**src/rtl/irq_ctrl.sv**
```systemverilog
// irq_ctrl: fixed-priority interrupt controller with per-source mask and edge/level mode,
// register window behind the Bridge and a request/ack/EOI handshake to the CPU.
module irq_ctrl #(
    parameter int N_SRC = 6,
    parameter int ID_W  = 3
) (
    input  logic             clk,
    input  logic             reset,
    input  logic [N_SRC-1:0] hw_src,
    input  logic             we,
    input  logic [1:0]       addr,
    input  logic [31:0]      din,
    output logic [31:0]      dout,
    input  logic             int_ack,
    output logic             irq,
    output logic [ID_W-1:0]  irq_id
);
    typedef enum logic [1:0] {IDLE, REQ, SERVICE} state_t;
    state_t           r_state;
    logic [N_SRC-1:0] r_mask, r_mode, r_pend, r_src_q;
    logic [ID_W-1:0]  r_irq_id;
    logic             r_irq;
    logic [N_SRC-1:0] w_elig, w_rise, w_w1c, w_ack_clr, w_pend_nxt;
    logic [ID_W-1:0]  w_win;
    logic             w_eoi;

    assign w_elig     = r_pend & r_mask;
    assign w_rise     = hw_src & ~r_src_q;
    assign w_w1c      = (we && addr == 2'd1) ? din[N_SRC-1:0] : '0;
    assign w_ack_clr  = (r_state == REQ && int_ack) ? N_SRC'(1) << r_irq_id : '0;
    // a fresh rise always wins over a clear hitting the same edge bit
    assign w_pend_nxt = (r_mode & (w_rise | (r_pend & ~w_w1c & ~w_ack_clr))) | (~r_mode & hw_src);
    assign w_eoi      = we && addr == 2'd3;

    always_comb begin
        w_win = '0;
        for (int i = N_SRC - 1; i >= 0; i--)
            if (w_elig[i]) w_win = ID_W'(i);
    end

    assign dout   = addr == 2'd0 ? 32'(r_mask) :
                    addr == 2'd1 ? 32'(r_pend) :
                    addr == 2'd2 ? 32'(r_mode) :
                    {27'b0, r_state == SERVICE, r_state == REQ, 3'(r_irq_id)};
    assign irq    = r_irq;
    assign irq_id = r_irq_id;

    always_ff @(posedge clk) begin
        if (!reset) begin
            r_mask   <= '0;
            r_mode   <= '0;
            r_pend   <= '0;
            r_src_q  <= '0;
            r_state  <= IDLE;
            r_irq    <= 1'b0;
            r_irq_id <= '0;
        end else begin
            r_src_q <= hw_src;
            r_pend  <= w_pend_nxt;
            if (we && addr == 2'd0) r_mask <= din[N_SRC-1:0];
            if (we && addr == 2'd2) r_mode <= din[N_SRC-1:0];
            case (r_state)
                IDLE: if (|w_elig) begin
                    r_state  <= REQ;
                    r_irq    <= 1'b1;
                    r_irq_id <= w_win;
                end
                REQ: if (int_ack) begin
                    r_state <= SERVICE;
                    r_irq   <= 1'b0;
                end else if (!w_elig[r_irq_id]) begin
                    r_state <= IDLE;
                    r_irq   <= 1'b0;
                end else if (w_win < r_irq_id) begin
                    r_irq_id <= w_win;
                end
                default: if (w_eoi) r_state <= IDLE;
            endcase
        end
    end
endmodule

```
**config.mk**
```make
export PLATFORM = sky130hd
export DESIGN_NAME = irq_ctrl
export DESIGN_NICKNAME = d
export VERILOG_FILES = /design/src/rtl/irq_ctrl.sv
export SDC_FILE = /design/constraint.sdc
export NUM_CORES = 1
export LEC_CHECK = 0
export CAP_MARGIN = 15
export CORE_MARGIN = 2
export CORE_UTILIZATION = 40
export DETAILED_ROUTE_END_ITERATION = 8
export MAX_ROUTING_LAYER = met4
export PLACE_DENSITY = 0.75
export RECOVER_POWER = 50
export SYNTH_ARGS = -nofsm -noshare
export SYNTH_HDL_FRONTEND = slang
export SYNTH_SLANG_ARGS = --single-unit
```
**constraint.sdc**
```tcl
create_clock -name clk -period 4.5 [get_ports clk]
set_input_delay 0.45 -clock clk [delete_from_list [all_inputs] [get_ports clk]]
set_output_delay 0.45 -clock clk [all_outputs]
set_load 0.005 [all_outputs]
```
==> key figures <==
Run status
  • Status: complete, no violations

Synth
  • FF+latch count, synth: 30
  • Area contributors post-synth: dfxtp_1 33%, buf_4 11%, nand2_1 6.3%
  • Synth async-reset ratio: 0%
  • Yosys top cell area share: 33.4%
  • Yosys warnings: 0
  • Syn Area/Cell: 8.68 µm²
  • Commonest cells post-synth: 30 x dfxtp_1, 30 x nand2_1, 26 x buf_4
  • Synthesized cell area: 0.00180 mm²
  • EDFF count, synth: 0
  • Synth unique cells: 36
  • Mapped Cells: 207
  • Area leader, netlist: dfxtp_1
  • Sequential area share after synthesis: 33.4%
  • Post-synth top flop: dfxtp_1

Global routing
  • Global-route wire length before repair: 6.43 mm
  • Largest net degree at the start of global routing: 33
  • Vias in the first global route: 1330
  • All-Layer GR Usage: 16.8%
  • GRT overflow: 0
  • Initial antenna violation count: 0

Cells and area
  • Final Non-Filler Cells: 285
  • Ant. Diodes: 0
  • Share of layout cells above drive strength 1: 7.30%
  • Nets: 278
  • Design area: 0.00208 mm²
  • Final design utilization: 47.8%
  • Synth-to-layout area growth: 15.9%
  • # fillers: 420

Timing
  • Final setup vio count: 0
  • Final hold violation count: 0
  • Fmax: 345 MHz
  • RSZ-0062 raised after global routing: no
  • Slew at the pin closest to its max-slew limit: 0.976 ns
  • Setup TNS: 0 ns
  • Setup ws final: 1.60 ns
  • Slew headroom: 34.7%
  • Final max-slew violation count: 0
  • Final Critical Period: 2.90 ns
  • Worst Skew: 0.00544 ns
  • Period Utilization, post-route: 64.4%

Routing
  • # DRC: 0
  • Routed wire length per instance: 13.5 µm
  • Antenna Nets Post-Route: 0
  • Vias/cell: 5.27
  • Drt first pass iters: 4
  • Via count: 1502
  • Drt total wl: 3.84 mm
  • First DRT Iteration DRCs: 87

CTS
  • Max Buffers Root-to-Sink: 2
  • Post-CTS Setup Repair Bufs: 0
  • Clk Latency, worst-skew pair: 0.28 ns
  • H-tree levels: 2
  • CTS tree: built
  • CTS Buf Count: 5
  • Clock sinks: 30
  • Post-CTS resize count: 0
  • Hold_buf cts: 0
  • CTS root buffer: clkbuf_8
  • Clk slew on worst S/H paths: 0.06 ns

Floorplan
  • Starting density of the core: 41.3%
  • Io pins: 80
  • Site Rows: 24
  • Die width: 71.0 µm
  • Total core area: 0.00435 mm²
  • Full die area: 0.00504 mm²
  • Die height: 71.0 µm

Place
  • RePlAce Congestion: 0.893
  • Pre-CTS WS: 1.64 ns
  • Placed insts: 277
  • Detail Placement HPWL: 2.82 mm
  • Port bufs: 27
  • Post-DP Area: 0.00199 mm²

Critical path
  • Reg2Reg Setup Slack: 2.10 ns
  • CP Data Arrival Time: 2.45 ns
  • Crit start category: input pin
  • Critical path fanouts, max: 9
  • Critical Setup Path Class: input pin to output port
  • Required time worst endpoint: 4.05 ns
  • Critical path capture point type: output port

Power
  • Pleak: 0.000814 µW
  • VDD IR max: 0.127 mV
  • Power Dens Cells: 279 mW/mm²

Flow run
  • Max-cap violations: 0

Worst hold path
  • Worst Hold Class: flop to flop
[where the power goes]
| group | switching (µW) | internal (µW) | total (µW) |
|---|---|---|---|
| clock | 96.2 | 123 | 219 |
| combinational | 36.7 | 38.3 | 75.0 |
| sequential | 11.0 | 277 | 288 |
| total | 144 | 438 | 582 |
[sequential cells by signal, summed over array words and instances, names as in the netlist]
register	count
r_state	2
r_mask	6
irq	1
irq_id	3
r_src_q	6
r_mode	6
r_pend	6
[critical path, stage by stage]
cell	delay, ns
dlygate4sd3_1	0.89
mux4_1	0.64
clkdlybuf4s50_1	0.46
[layout make-up]
cell class,instances,area [µm²],area share (%)
timing repair buffer,28,274,13.2
inverter,4,15.0,0.721
sequential,30,601,28.8
multi-input combinational,163,1040,49.8
tap,52,65.1,3.12
clock inverter,1,5.00,0.240
clock buffer,7,86.3,4.15
[final timing paths]
check | start | endpoint | cells past startpoint
hold / removal | r_src_q[2] | r_pend[2] | 3
setup reg to reg | r_pend[1] | irq_id[0] | 8
setup / recovery | addr[0] | dout[3] | 3
hold reg to reg | r_src_q[2] | r_pend[2] | 3
[through the flow]
step | hold slack [ns] | power (µW)
5_1_grt | 0.491 | 609
3_3_place_gp | 0.453 | 368
6_report | 0.470 | 582
3_5_place_dp | 0.453 | 370
2_1_floorplan | 0.443 | 352
4_1_cts | 0.467 | 588
[cells in the final DEF (no fill, tap or decap), drive strengths merged]
cell           netlist  routed
ha                   2       2
nand4                3       3
a21o                 2       2
o21ai                8       8
nand2               31      31
nor3b                3       3
mux2                 1       1
dlygate4sd3          0       7
a221oi               3       3
a21oi               10      10
and3                 2       2
nand3               18      18
clkbuf               6       8
clkinv               0       1
a22oi                2       2
inv                  4       4
nor2b               10      10
and2                 7       7
mux4                 5       5
o211ai               1       1
clkdlybuf4s50        0      20
nor2                 6       6
a21boi               7       7
dfxtp               30      30
mux2i                9       9
conb                 1      26
a22o                 3       3
a31oi                2       2
a32o                 2       2
[kinds of logic after synthesis]
| group | synth area share (%) |
|---|---|
| simple gates | 22.4 |
| compound gates | 16.2 |
| buf+inv | 14.1 |
| flops | 33.4 |
| mux | 12.3 |
| fa+ha+maj | 1.39 |
| other cells | 0.209 |
[layer usage]
layer,part of all wire [%],global-route usage [%],vias to the layer above
met2,49,26.2,74
met5,0,-,-
met1,42,20.8,697
li1,-,-,727
met3,7.9,5.13,4
met4,0.94,5.87,0
(Power assumes the default switching activity.)
==> edit 1 (same settings) <==
Take the reset off `r_src_q` and load it in a clocked block of its own.
--- a/src/rtl/irq_ctrl.sv
+++ b/src/rtl/irq_ctrl.sv
@@ -51,10 +51,8 @@
             r_mode   <= '0;
             r_pend   <= '0;
-            r_src_q  <= '0;
             r_state  <= IDLE;
             r_irq    <= 1'b0;
             r_irq_id <= '0;
         end else begin
-            r_src_q <= hw_src;
             r_pend  <= w_pend_nxt;
             if (we && addr == 2'd0) r_mask <= din[N_SRC-1:0];
@@ -79,4 +77,8 @@
         end
     end
+
+    always_ff @(posedge clk) begin
+        r_src_q <= hw_src;
+    end
 endmodule
 
Behaviour: no difference found for any inputs over 4 cycles, from zero or initial values and one cycle with reset low; that may be too few to reach the edited logic, so the function may still have changed.
==> edit 1 against the unedited design <==
Sequential power increased by 1%; sequential cell count unchanged; total power increased by 10%; final area decreased by 0.36%; die area increased by 0.72%; fmax increased by 1.8%; area after synthesis increased by 0.77%; combinational power increased by 13%; routed wire length decreased by 6.0%; hold slack improved by 44 ps; final cell count decreased by 3.9%; worst setup slack improved by 51 ps; critical path type unchanged; largest cell class unchanged.
==> edit 1: results (changes against the unedited design) <==
Ys Warns=0 (unchanged); Worst Path Max Fanout=11 (+2); clk_lat worst skew=280 ps (about the same); CTS HTree Levels=2 (unchanged); share of cells above drive strength 1=0.0811 (+0.00812); Leak=0.837 nW (+2.9%); post-synth cell types=45 (+25%); initial antenna violation count=0 (unchanged); vias in the first global route=1,311 (-1.4%); Post-DRT Antenna Nets=0 (unchanged); HPWL after DPL=2.65 mm (-5.9%); outcome=finished, final reports clean; drt first pass iters=5 (+1); GR Util met2=0.235 (-0.0271); most frequent cell after synthesis=nand2_1; routing usage on met1=0.201 (-0.00710); global-route wire length before repair=6.01 mm (-6.5%); register area share after synthesis=0.332 (-0.00254); TritonCTS Buffers=5 (unchanged); CTS resizes=0 (unchanged); Avg WL per Cell=13.2 microns (-2.3%); Buffers on Ports=27 (unchanged); buffers from clock root to sink, at most=2 (unchanged); Tot GR Track Use=0.155 (-0.0134); met3 Use GR=0.0352 (-0.0161); Routability Congestion=0.855 (-4.2%); DR iter-0 viols=46 (-47%); nets=267 (-4.0%); top post-synthesis cells by area=dfxtp_1 (33%), buf_4 (11%), mux2i_1 (8.3%); Tightest Pin Transition=796 ps (-180 ps); largest net degree at the start of global routing=27 (-18%); commonest cells in the netlist=nand2_1 (33), dfxtp_1 (30), buf_4 (27); Worst VDD drop=0.000180 V (+41%); n_diodes=0 (unchanged); vias=1,407 (-6.3%); clk_skew=6.06 ps (+0.621 ps); clk slew on worst S/H paths=70 ps
edit 1: cell types whose count changed after synthesis, sizes merged, moves of 4 or more:
| cell | before | now |
|---|---|---|
| mux2i | 9 | 15 |
| nand4 | 3 | 9 |
| nor2b | 10 | 15 |
| and2 | 7 | 0 |
| nand3 | 18 | 3 |
| o21ai | 8 | 4 |
| a21oi | 10 | 3 |
edit 1: worst paths after layout:
kind,start,endpoint,slack [ps],depth (start not counted)
worst max-delay path,addr[0],dout[4],1650,3
worst min-delay path,r_mode[1],r_pend[1],510,2
worst max register to register,r_pend[1],irq_id[2],2220,9
worst min register to register,r_mode[1],r_pend[1],510,2
edit 1: per-stage QoR:
stage                     setup slack [ps]  hold WS, ps   util  cells  cell area [sq um]
after detailed placement              1720          512  0.455    266               1980
after floorplan                       2480          476      -    222               1900
final                                 1650          514  0.476    274               2070
after CTS                             1720          511  0.480    274               2090
after global placement                1730          503  0.455    266               1980
after global routing                  1570          541  0.476    274               2070
edit 1: worst max-delay path: stages:
cell,delay [ps]
dlygate4sd3_1,890
mux4_2,580
clkdlybuf4s50_1,470
edit 1: layout make-up:
cell class | instances | area (sq um)
sequential | 30 | 601
tap | 52 | 65.1
timing repair buffer | 27 | 270
multi-input combinational | 153 | 1010
clock buffer | 5 | 68.8
fill | 432 | 2280
clock inverter | 3 | 40.0
inverter | 4 | 15.0
edit 1: logic make-up after synthesis:
group                      share of synthesized area
AOI/OAI and AO/OA                              0.147
adders and majority gates                     0.0138
buffers and inverters                          0.152
DFF                                            0.332
muxes                                          0.147
other                                        0.00207
and+or+nand+nor                                0.207
edit 1: where the power goes:
| part | internal, mW | switching, mW |
|---|---|---|
| Sequential | 0.278 | 0.0142 |
| Clock | 0.163 | 0.103 |
| Combinational | 0.0445 | 0.0406 |
| Total | 0.485 | 0.158 |
edit 1: layer usage:
layer  part of all wire  vias up
met5                  0        -
met3              0.061        5
met2               0.45       49
li1                   -      700
met1               0.48      653
met4              0.013        0
==> edit 2 (config.mk and constraints unchanged) <==
Without the edit above. Change the parameter `N_SRC` from 6 to 3.
--- a/src/rtl/irq_ctrl.sv
+++ b/src/rtl/irq_ctrl.sv
@@ -2,5 +2,5 @@
 // register window behind the Bridge and a request/ack/EOI handshake to the CPU.
 module irq_ctrl #(
-    parameter int N_SRC = 6,
+    parameter int N_SRC = 3,
     parameter int ID_W  = 3
 ) (
Interface: changed (resized hw_src); port bits go from 80 to 77. The function was not compared with the original's and may differ.
==> edit 2 against the unedited design <==
Utilization decreased by 1.6 points; worst setup slack gained 200 ps; fmax rose by 7.4%; hold slack lost 5.1 ps; area after synthesis shrank 36%; sequential share of layout area is 2.1 points lower; routed wire length decreased by 46%; total power is 44% lower; sequential cell count fell by 13; combinational power fell by 3.2%; final area down 39%; critical path depth unchanged; count of clock-buffer cells in the layout is 3 lower; via count down 41%; highest routed layer unchanged.
==> edit 2: results (changes against the unedited design) <==
Slew HR=0.573 (+0.226); R2R Setup Slk=2570 ps (+470 ps); Tot GR Track Use=0.136 (-0.0326); top post-synthesis cells by area=dfxtp_1 (30%), buf_4 (18%), mux2i_1 (7.8%); Buffers on Ports=19 (-30%); global-route wire length before repair=3.37 mm (-48%); post-synth cell types=39 (+8.3%); Leak=0.523 nW (-36%); CTS HTree Levels=1 (-1); commonest cells in the netlist=buf_4 (28), dfxtp_1 (17), nand2_1 (13); vias in the first global route=812 (-39%); largest net degree at the start of global routing=21 (-36%); Placed Area=1250 sq um (-37%); TritonCTS Buffers=3 (-2); detailed-route vias per instance=4.95 (-6.1%); area share of fa/ha/maj cells after synthesis=0.0108 (-0.00308); Hold EP=irq; CTS root buf=clkbuf_4; nets=191 (-31%); DR iter-0 viols=18 (-79%); clk slew on worst S/H paths=90 ps (+30 ps); CP Data Arrival Time=2250 ps (-200 ps); Place WS=1860 ps (+217 ps); max incr delay on CP=740 ps (-150 ps); clk_skew=5.24 ps (-0.200 ps); Hold Startpoint=irq; outcome=finished, final reports clean; Hold Path Stages=2 (-1); placed cells=175 (-37%); HPWL after DPL=1.67 mm (-41%)
edit 2: cell count changes after synthesis, sizes merged, moves of 3 or more:
cell / before / now
a21boi: 7 / 1
a21oi: 10 / 4
and2: 7 / 3
clkbuf: 6 / 3
dfxtp: 30 / 17
mux4: 5 / 2
nand2: 31 / 14
nand3: 18 / 3
nand3b: 0 / 4
nor2b: 10 / 7
o21ai: 8 / 4
edit 2: report_power, final:
part,internal [mW],switching (mW)
logic,0.0390,0.0336
clock network,0.0345,0.0456
registers,0.160,0.0113
edit 2: layer usage:
metal | track usage | wire length [microns]
met5 | - | 0
met2 | 0.226 | 1050
met4 | 0.0797 | 41
met3 | 0.0268 | 117
met1 | 0.150 | 876
edit 2: how the worst max path moves through the flow:
stage / startpoint / to / slack, ps / cells after the start
2_1_floorplan: addr[0] / dout[0] / 2730 / 2
3_3_place_gp: addr[0] / dout[0] / 1880 / 3
3_5_place_dp: addr[0] / dout[0] / 1860 / 3
4_1_cts: addr[0] / dout[0] / 1860 / 3
5_1_grt: addr[0] / dout[0] / 1740 / 3
6_report: addr[0] / dout[0] / 1800 / 3
edit 2: layout make-up:
cell class                      count  area, sq um
Inverter                            2         7.51
Timing Repair Buffer               19          190
Clock buffer                        4         26.3
Tap cell                           31         38.8
Multi-Input combinational cell    106          671
Sequential cell                    17          340
Fill cell                         269         1480
edit 2: kinds of logic (layout without fill, tap and decap cells):
| family | count (synthesis) | count (layout) |
|---|---|---|
| adder cells (fa/ha/maj) | 1 | 1 |
| flip-flops | 17 | 17 |
| other | 1 | 28 |
| buffers and inverters | 35 | 25 |
| AO/OA/AOI/OAI | 18 | 18 |
| AND/OR/NAND/NOR | 48 | 48 |
| multiplexers | 11 | 11 |
